===== config.mk =====
export PLATFORM = sky130hd
export DESIGN_NAME = team_06_i2s_frame_ctrl
export DESIGN_NICKNAME = d
export VERILOG_FILES = /design/src/rtl/team_06_i2s_pkg.sv /design/src/rtl/team_06_i2s_clk_div.sv /design/src/rtl/team_06_i2s_frame_ctrl.sv
export SDC_FILE = /design/constraint.sdc
export NUM_CORES = 1
export LEC_CHECK = 0
export BUFFER_PORTS_ARGS = -buffer_cell sky130_fd_sc_hd__buf_2
export CAP_MARGIN = 15
export CORE_MARGIN = 2
export CORE_UTILIZATION = 40
export CTS_CLUSTER_DIAMETER = 120
export CTS_CLUSTER_SIZE = 12
export DETAILED_ROUTE_END_ITERATION = 10
export PLACE_DENSITY = 0.65
export SYNTH_ARGS = -nofsm -noshare
export SYNTH_HDL_FRONTEND = slang
export SYNTH_SLANG_ARGS = --single-unit

===== constraint.sdc =====
create_clock -name clk -period 4.15 [get_ports clk]
set_clock_uncertainty 0.1 [all_clocks]
set_input_delay 1.0375 -clock clk [delete_from_list [all_inputs] [get_ports clk]]
set_output_delay 1.0375 -clock clk [all_outputs]
set_load 0.05 [all_outputs]

===== src/rtl/team_06_i2s_pkg.sv =====
// Shared types and constants for the I2S capture sequencer.
package team_06_i2s_pkg;
  typedef enum logic [1:0] {IDLE, SYNC, RUN, DRAIN} state_t;

  localparam int BITS_PER_CH_DEF = 32;
  localparam int MIN_HALF_DIV = 2;
  localparam logic [7:0] SAMPLE_MIDSCALE = 8'd128;
endpackage


===== src/rtl/team_06_i2s_clk_div.sv =====
// I2S bit-clock divider: half-period latch/clamp, counter, sclk, sclk_q and the
// fall tick (asserted in the clk cycle whose edge drives sclk 1->0).
module team_06_i2s_clk_div
  import team_06_i2s_pkg::*;
#(
  parameter int DIV_W = 8
) (
  input  logic             clk,
  input  logic             rst,
  input  logic             load,
  input  logic             run,
  input  logic [DIV_W-1:0] div_cfg,
  output logic             sclk,
  output logic             sclk_q,
  output logic             fall_tick
);
  logic [DIV_W-1:0] h, div_cnt, h_clamped;
  logic             at_wrap;

  assign h_clamped = (div_cfg < DIV_W'(MIN_HALF_DIV)) ? DIV_W'(MIN_HALF_DIV) : div_cfg;
  // h >= 2 always, so the load cycle (cnt==0) can never hit a wrap with a stale h
  assign at_wrap   = (div_cnt == h - DIV_W'(1));
  assign fall_tick = run && sclk && at_wrap;

  always_ff @(posedge clk or posedge rst) begin
    if (rst) begin
      h       <= DIV_W'(MIN_HALF_DIV);
      div_cnt <= '0;
      sclk    <= 1'b0;
      sclk_q  <= 1'b0;
    end else begin
      sclk_q <= sclk;
      if (load) h <= h_clamped;
      if (!run) begin
        div_cnt <= '0;
        sclk    <= 1'b0;
      end else if (at_wrap) begin
        div_cnt <= '0;
        sclk    <= ~sclk;
      end else begin
        div_cnt <= div_cnt + DIV_W'(1);
      end
    end
  end
endmodule


===== src/rtl/team_06_i2s_frame_ctrl.sv =====
// ADC-to-I2S capture sequencer: frame FSM, bit counter, word select, and the
// sample holding register with valid/ready hand-off and sticky overrun.
module team_06_i2s_frame_ctrl
  import team_06_i2s_pkg::*;
#(
  parameter int DIV_W       = 8,
  parameter int BITS_PER_CH = BITS_PER_CH_DEF,
  parameter int SAMPLE_W    = 8
) (
  input  logic                clk,
  input  logic                rst,
  input  logic                en,
  input  logic [DIV_W-1:0]    div_cfg,
  output logic                sclk,
  output logic                sclk_q,
  output logic                ws,
  output logic                capture_en,
  output logic [4:0]          bit_idx,
  output logic                frame_start,
  input  logic                sample_done,
  input  logic [SAMPLE_W-1:0] sample_in,
  output logic                sample_valid,
  input  logic                sample_ready,
  output logic [SAMPLE_W-1:0] sample_data,
  output logic                overrun,
  input  logic                clr_ovr,
  output logic                busy
);
  state_t state, state_nxt;
  logic   sync_first, div_run, div_load, fall_tick, last_bit, frame_end;

  assign last_bit  = (bit_idx == 5'(BITS_PER_CH - 1));
  assign frame_end = fall_tick && last_bit && ws;

  team_06_i2s_clk_div #(.DIV_W(DIV_W)) u_clk_div (
    .clk       (clk),
    .rst       (rst),
    .load      (div_load),
    .run       (div_run),
    .div_cfg   (div_cfg),
    .sclk      (sclk),
    .sclk_q    (sclk_q),
    .fall_tick (fall_tick)
  );

  always_ff @(posedge clk or posedge rst) begin
    if (rst) state <= IDLE;
    else     state <= state_nxt;
  end

  always_comb begin
    state_nxt = state;
    case (state)
      IDLE:    if (en)        state_nxt = SYNC;
      SYNC:    if (fall_tick) state_nxt = RUN;
      RUN:     if (!en)       state_nxt = DRAIN;
      DRAIN:   if (frame_end) state_nxt = IDLE;
      default:                state_nxt = IDLE;
    endcase
  end

  always_comb begin
    busy       = (state != IDLE);
    capture_en = (state == RUN) && !ws;
    div_run    = (state != IDLE);
    div_load   = (state == SYNC) && sync_first;
  end

  // H is taken from div_cfg during the first SYNC cycle only
  always_ff @(posedge clk or posedge rst) begin
    if (rst) sync_first <= 1'b0;
    else     sync_first <= (state == IDLE) && en;
  end

  always_ff @(posedge clk or posedge rst) begin
    if (rst) begin
      ws          <= 1'b0;
      bit_idx     <= '0;
      frame_start <= 1'b0;
    end else begin
      frame_start <= 1'b0;
      case (state)
        IDLE: if (en) begin
          ws      <= 1'b1;
          bit_idx <= '0;
        end
        SYNC: if (fall_tick) begin
          ws          <= 1'b0;
          bit_idx     <= '0;
          frame_start <= 1'b1;
        end
        RUN, DRAIN: if (fall_tick) begin
          if (last_bit) begin
            bit_idx     <= '0;
            ws          <= ~ws;
            // the closing boundary of a drain returns ws to 0 silently
            frame_start <= ws && (state == RUN);
          end else begin
            bit_idx <= bit_idx + 5'd1;
          end
        end
        default: ;
      endcase
    end
  end

  always_ff @(posedge clk or posedge rst) begin
    if (rst) begin
      sample_valid <= 1'b0;
      sample_data  <= SAMPLE_W'(SAMPLE_MIDSCALE);
      overrun      <= 1'b0;
    end else begin
      if (sample_done && (!sample_valid || sample_ready)) begin
        sample_data  <= sample_in;
        sample_valid <= 1'b1;
      end else if (sample_valid && sample_ready) begin
        sample_valid <= 1'b0;
      end
      if (sample_done && sample_valid && !sample_ready) overrun <= 1'b1;
      else if (clr_ovr)                                 overrun <= 1'b0;
    end
  end
endmodule


# Yosys cells after proc, flatten, opt, wreduce, memory -nomap -nowiden
# Index checks and enable logic that the tools add are counted.
# word_totals
input_bits,22
ff_bits,38
elab_cells,82
out_inout_bits,21
# op_classes
n_lt_le_gt_ge,1
n_bitwise,2
addsub,3
mux,28
eq_ne,12
n_reduce_logical,24
# op_table
cell,n
$mux W8,3
$mux W5,4
$pmux W5 S3,1
$ne A2 B2 Y1 const B,7
$mux W1,13
$logic_and A1 B1 Y1,12
$add A8 B1 Y8 const B,1
$eq A8 B8 Y1,1
$lt A8 B2 Y1 const B,1
$mux W2,4
$pmux W2 S4,1
$reduce_and A4 Y1,2
$sub A8 B1 Y8 const B,1
$reduce_bool A2 Y1,3
$add A5 B1 Y5 const B,1
$eq A5 B5 Y1 const B,1
$eq A2 B2 Y1 const B,2
$logic_not A1 Y1,3
$pmux W1 S3,1
$reduce_and A3 Y1,1
$eq A2 B1 Y1 const B,1
$logic_not A2 Y1,1
$not A1 Y1,2
$pmux W1 S2,1
other kinds (2),2

# Logic depth before layout (Yosys ltp)
# logic_depth
ltp_word,7
mapped_depth,12
depth_no_buf,9

# Hierarchy
# A second synthesis with hierarchy kept.
# unflattened
cells_unflattened,178
hier_area_um2,2047.0
# modules_own_cells
mod,cells_per_inst,area_each_um2,instances,seq_area_each_um2
team_06_i2s_clk_div,97,1044.8,1,451.7
team_06_i2s_frame_ctrl,81,1002.2,1,501.7

# Least setup slack after synthesis
# OpenSTA, ideal clock, no wires.
# synth_path
kind,reg2out
startpoint,reg state[0]
endpoint,out capture_en
t_required_ps,3013
path_slack_ps,1524
arrival_time_ps,1488
stages_incl_launch_ff,4
path_buffers,0
path_cell_list,dfrtp_1 -> inv_1 -> ha_1 -> nor2b_1
# synth_via
elab_chain_cells,2
# synth_rtl
item,line_no,source
start: declaration,team_06_i2s_frame_ctrl.sv:29,"state_t state, state_nxt;"
start signal: assignment,team_06_i2s_frame_ctrl.sv:48,else state <= state_nxt;
$eq A2 B2 Y1,team_06_i2s_frame_ctrl.sv:64,capture_en = (state == RUN) && !ws;
$logic_and A1 B1 Y1,team_06_i2s_frame_ctrl.sv:64,
end: declaration,team_06_i2s_frame_ctrl.sv:17,"output logic capture_en,"
# Every way passes these cells.

# Worst setup path in the final report
# layout_path
startpoint,reg u_clk_div.h[1]
endpoint,reg bit_idx[3]
# layout_via
elab_chain_cells,5
elab_cells_between_ends,6
classes_between,add/sub: 1; eq/ne: 3; reduce/logical: 2
# layout_rtl
item,line_no,source
start: declaration,team_06_i2s_clk_div.sv:17,"logic [DIV_W-1:0] h, div_cnt, h_clamped;"
start signal: assignment,team_06_i2s_clk_div.sv:27,h <= DIV_W'(MIN_HALF_DIV);
start signal: assignment,team_06_i2s_clk_div.sv:33,if (load) h <= h_clamped;
$sub A8 B1 Y8 (*),team_06_i2s_clk_div.sv:22,assign at_wrap = (div_cnt == h - DIV_W'(1));
$eq A8 B8 Y1 (*),team_06_i2s_clk_div.sv:22,
$logic_and A1 B1 Y1 (*),team_06_i2s_clk_div.sv:23,assign fall_tick = run && sclk && at_wrap;
$ne A2 B2 Y1 (no line),n/a,
$reduce_and A3 Y1 (no line) (*),n/a,
end signal: assignment,team_06_i2s_frame_ctrl.sv:99,bit_idx <= bit_idx + 5'd1;
end: declaration,team_06_i2s_frame_ctrl.sv:18,"output logic [4:0] bit_idx,"
# Every way passes the cells marked *; elsewhere a longest branch is shown, timed or not.
# A chain may end at the register's enable or synchronous reset.

==> reports/qor.yml <==
die:
  die_y_um: 74.0
  dieWidth_um: 74.0
  boundaryPins: 43
  start_util_pct: 41.5
  num_rows: 25
  die_area_um2: 5480
  core_um2: 4720
synth:
  async_flop_share_pct: 100
  synth_fp_nets: 216
  ys_seq_elements: 38
  synthFlopType: "dfrtp_1"
  ys_seq_area_share_pct: 48.6
  synth.distinct_cells: 43
  avgSynthCellArea_um2: 10.5
  synthCells: 186
  synth_area_um2: 1960
  synth_edf_count: 0
  yosysTopAreaCell: "dfrtp_1"
  synth.area.top_cells: "dfrtp_1 (46%), mux2_2 (8.0%), ha_1 (5.1%)"
  synth.top_cell.area_share_pct: 45.9
  yosysMostFrequentCell: "dfrtp_1"
  synthTopCellsByCount: "dfrtp_1 (36), nand2_1 (15), nor2_1 (15)"
  ys_warn_count: 0
final_layout:
  final_core_util_pct: 49.6
  layout.cells.non_filler: 299
  area_growth_pct: 19.5
  final_net_count: 261
  drive_gt1_share_pct: 30.6
  diodes: 0
sta:
  hold_viol_final: 0
  slew_headroom_pct: 40.3
  tightest_slew_ns: 0.895
  finalCritPeriodShare_pct: 70.9
  min_period_ns: 2.94
  setup_tns_ns: 0
  finalSetupViolCount: 0
  max_freq_mhz: 340
  grt_setup_unrepaired: "false"
  maxSlewViolCount: 0
placement:
  place_congestion: 0.832
  dp_hpwl_mm: 2.83
  placed_cells: 291
  port_buffers: 42
cts:
  insertion_delay_ns: 0.29
  holdBufCountCts: 0
  h-tree-depth: 2
  cts.clk_slew.worst_paths_ns: 0.07
  cts_tree: "done"
  clockBufferDepth: 2
  post-cts-setup-buffer-count: 0
  cts_resized: 0
  cts_made_buffers: 5
  cts_root_buf: "clkbuf_8"
  cts.sinks: 38
global_route:
  grt.total_usage_pct: 15.1
  grt_antenna_before_repair: 0
  grt_max_degree: 26
  grt_pass1_vias: 1417
  grt_pass1_wl_mm: 6.22
  grt-ovfl-total: 0
setup_path:
  critPathArrivalTime_ns: 3.07
  crit_path_end_kind: "register"
  slowest_delay_ns: 0.59
  worstSetupStartpointType: "register"
  worstPathRequired_ns: 4.28
  crit_family: "simple AND/OR/NAND/NOR gates"
  cpMaxStageDelayCell: "or4_1"
  crit_chain: "inv_1 -> ha_1 -> o21ba_1 -> a221oi_1 -> a41oi_1 -> nor3_2 -> a31oi_1 -> or4_1 -> nand3_1"
  critPathKind: "register to register"
  path_buf_inv: 1
  cp_max_fo: 11
detailed_routing:
  via_count: 1458
  avgViaCountPerCell: 4.88
  first_pass_iters: 4
  drt_iter0_markers: 45
  wl_per_cell_um: 12.3
  routed_wl_mm: 3.68
  drtAntennaViolNets: 0
  drc_errors: 0
pwr:
  worst_ir_drop_vdd_mv: 0.421
  power_density_nw_per_um2: 720
  power.leakage_nw: 1.14
hold_path:
  hold_class: "register to register"
outcome:
  status: "finished, final reports clean"
run:
  drv_cap: 0
## sequential cells by signal (all words and copies together), names as in the netlist
register           cells
sample_data            8
frame_start            1
ws                     1
sample_valid           1
overrun                1
u_clk_div.div_cnt      8
bit_idx                5
state                  2
sync_first             1
u_clk_div.h            8
u_clk_div.sclk         1
u_clk_div.sclk_q       1
## per-stage QoR
| stage | worst slack [ns] | power (mW) | hold WS, ns | cell area (um2) |
|---|---|---|---|---|
| after floorplan | 1.52 | 1.23 | 0.384 | 1960 |
| after global placement | 1.34 | 1.38 | 0.328 | 2230 |
| after detailed placement | 1.24 | 1.39 | 0.331 | 2230 |
| after CTS | 1.22 | 1.70 | 0.349 | 2340 |
| after global routing | 0.949 | 1.82 | 0.370 | 2340 |
| final | 1.21 | 1.69 | 0.339 | 2340 |
## path summary, 6_finish.rpt
path | start | endpoint | slack [ns] | depth (start not counted)
max in group asynchronous | rst | u_clk_div.h[1]$_DFFE_PP1P_ | 2.33 | 3
worst max-delay path | u_clk_div.h[1]$_DFFE_PP1P_ | bit_idx[3]$_DFFE_PP0P_ | 1.21 | 9
worst max register to register | u_clk_div.h[1]$_DFFE_PP1P_ | bit_idx[3]$_DFFE_PP0P_ | 1.21 | 9
worst min register to register | u_clk_div.sclk$_DFFE_PP0P_ | u_clk_div.sclk_q$_DFF_PP0_ | 0.34 | 0
min in group asynchronous | rst | sample_data[2]$_DFFE_PP0P_ | 0.83 | 2
worst min-delay path | u_clk_div.sclk$_DFFE_PP0P_ | u_clk_div.sclk_q$_DFF_PP0_ | 0.34 | 0
## logic make-up after synthesis
group,synth area share (%)
multiplexers,9.13
AND/OR/NAND/NOR,17.2
XOR/XNOR,7.59
flip-flops,48.6
adder cells (fa/ha/maj),5.11
buffers and inverters,3.19
AO/OA/AOI/OAI,9.19
## final cells by class
class / count / area, um2
Multi-Input combinational cell: 134 / 945
Clock buffer: 5 / 68.8
Inverter: 9 / 33.8
Fill cell: 433 / 2380
Timing Repair Buffer: 43 / 218
Sequential cell: 38 / 953
Tap cell: 67 / 83.8
Clock inverter: 3 / 40.0
## per-layer routing
layer  part of all wire, %  track usage [%]  routed length [um]  vias to the layer above
li1                      -                -                   -                      735
met1                    46             18.3                1680                      693
met2                    49             24.7                1810                       21
met3                   3.4             4.61                 126                        9
met4                   1.8             7.27                  68                        0
met5                     0                0                   0                        -
## power by group
part / internal (mW) / total (mW) / switching, mW
logic: 0.289 / 0.754 / 0.465
registers: 0.486 / 0.627 / 0.141
clock network: 0.177 / 0.306 / 0.129
total: 0.952 / 1.69 / 0.736
## layout by cell type (no fill, tap or decap), drive strengths merged, types with 2 or more instances in the layout
cell	synthesis	routed
a21o	2	2
a21oi	3	3
a31oi	2	2
and3	4	4
buf	3	43
clkbuf	2	5
clkinv	0	2
dfrtp	36	36
dfstp	2	2
ha	8	8
inv	9	9
mux2	15	15
nand2	15	15
nand3	12	12
nor2	15	15
nor2b	4	4
nor3	6	6
nor4	3	3
o21ai	8	8
o21bai	2	2
or2	2	2
or4	2	2
xnor2	6	6
xor2	11	11
(Power assumes the default switching activity.)
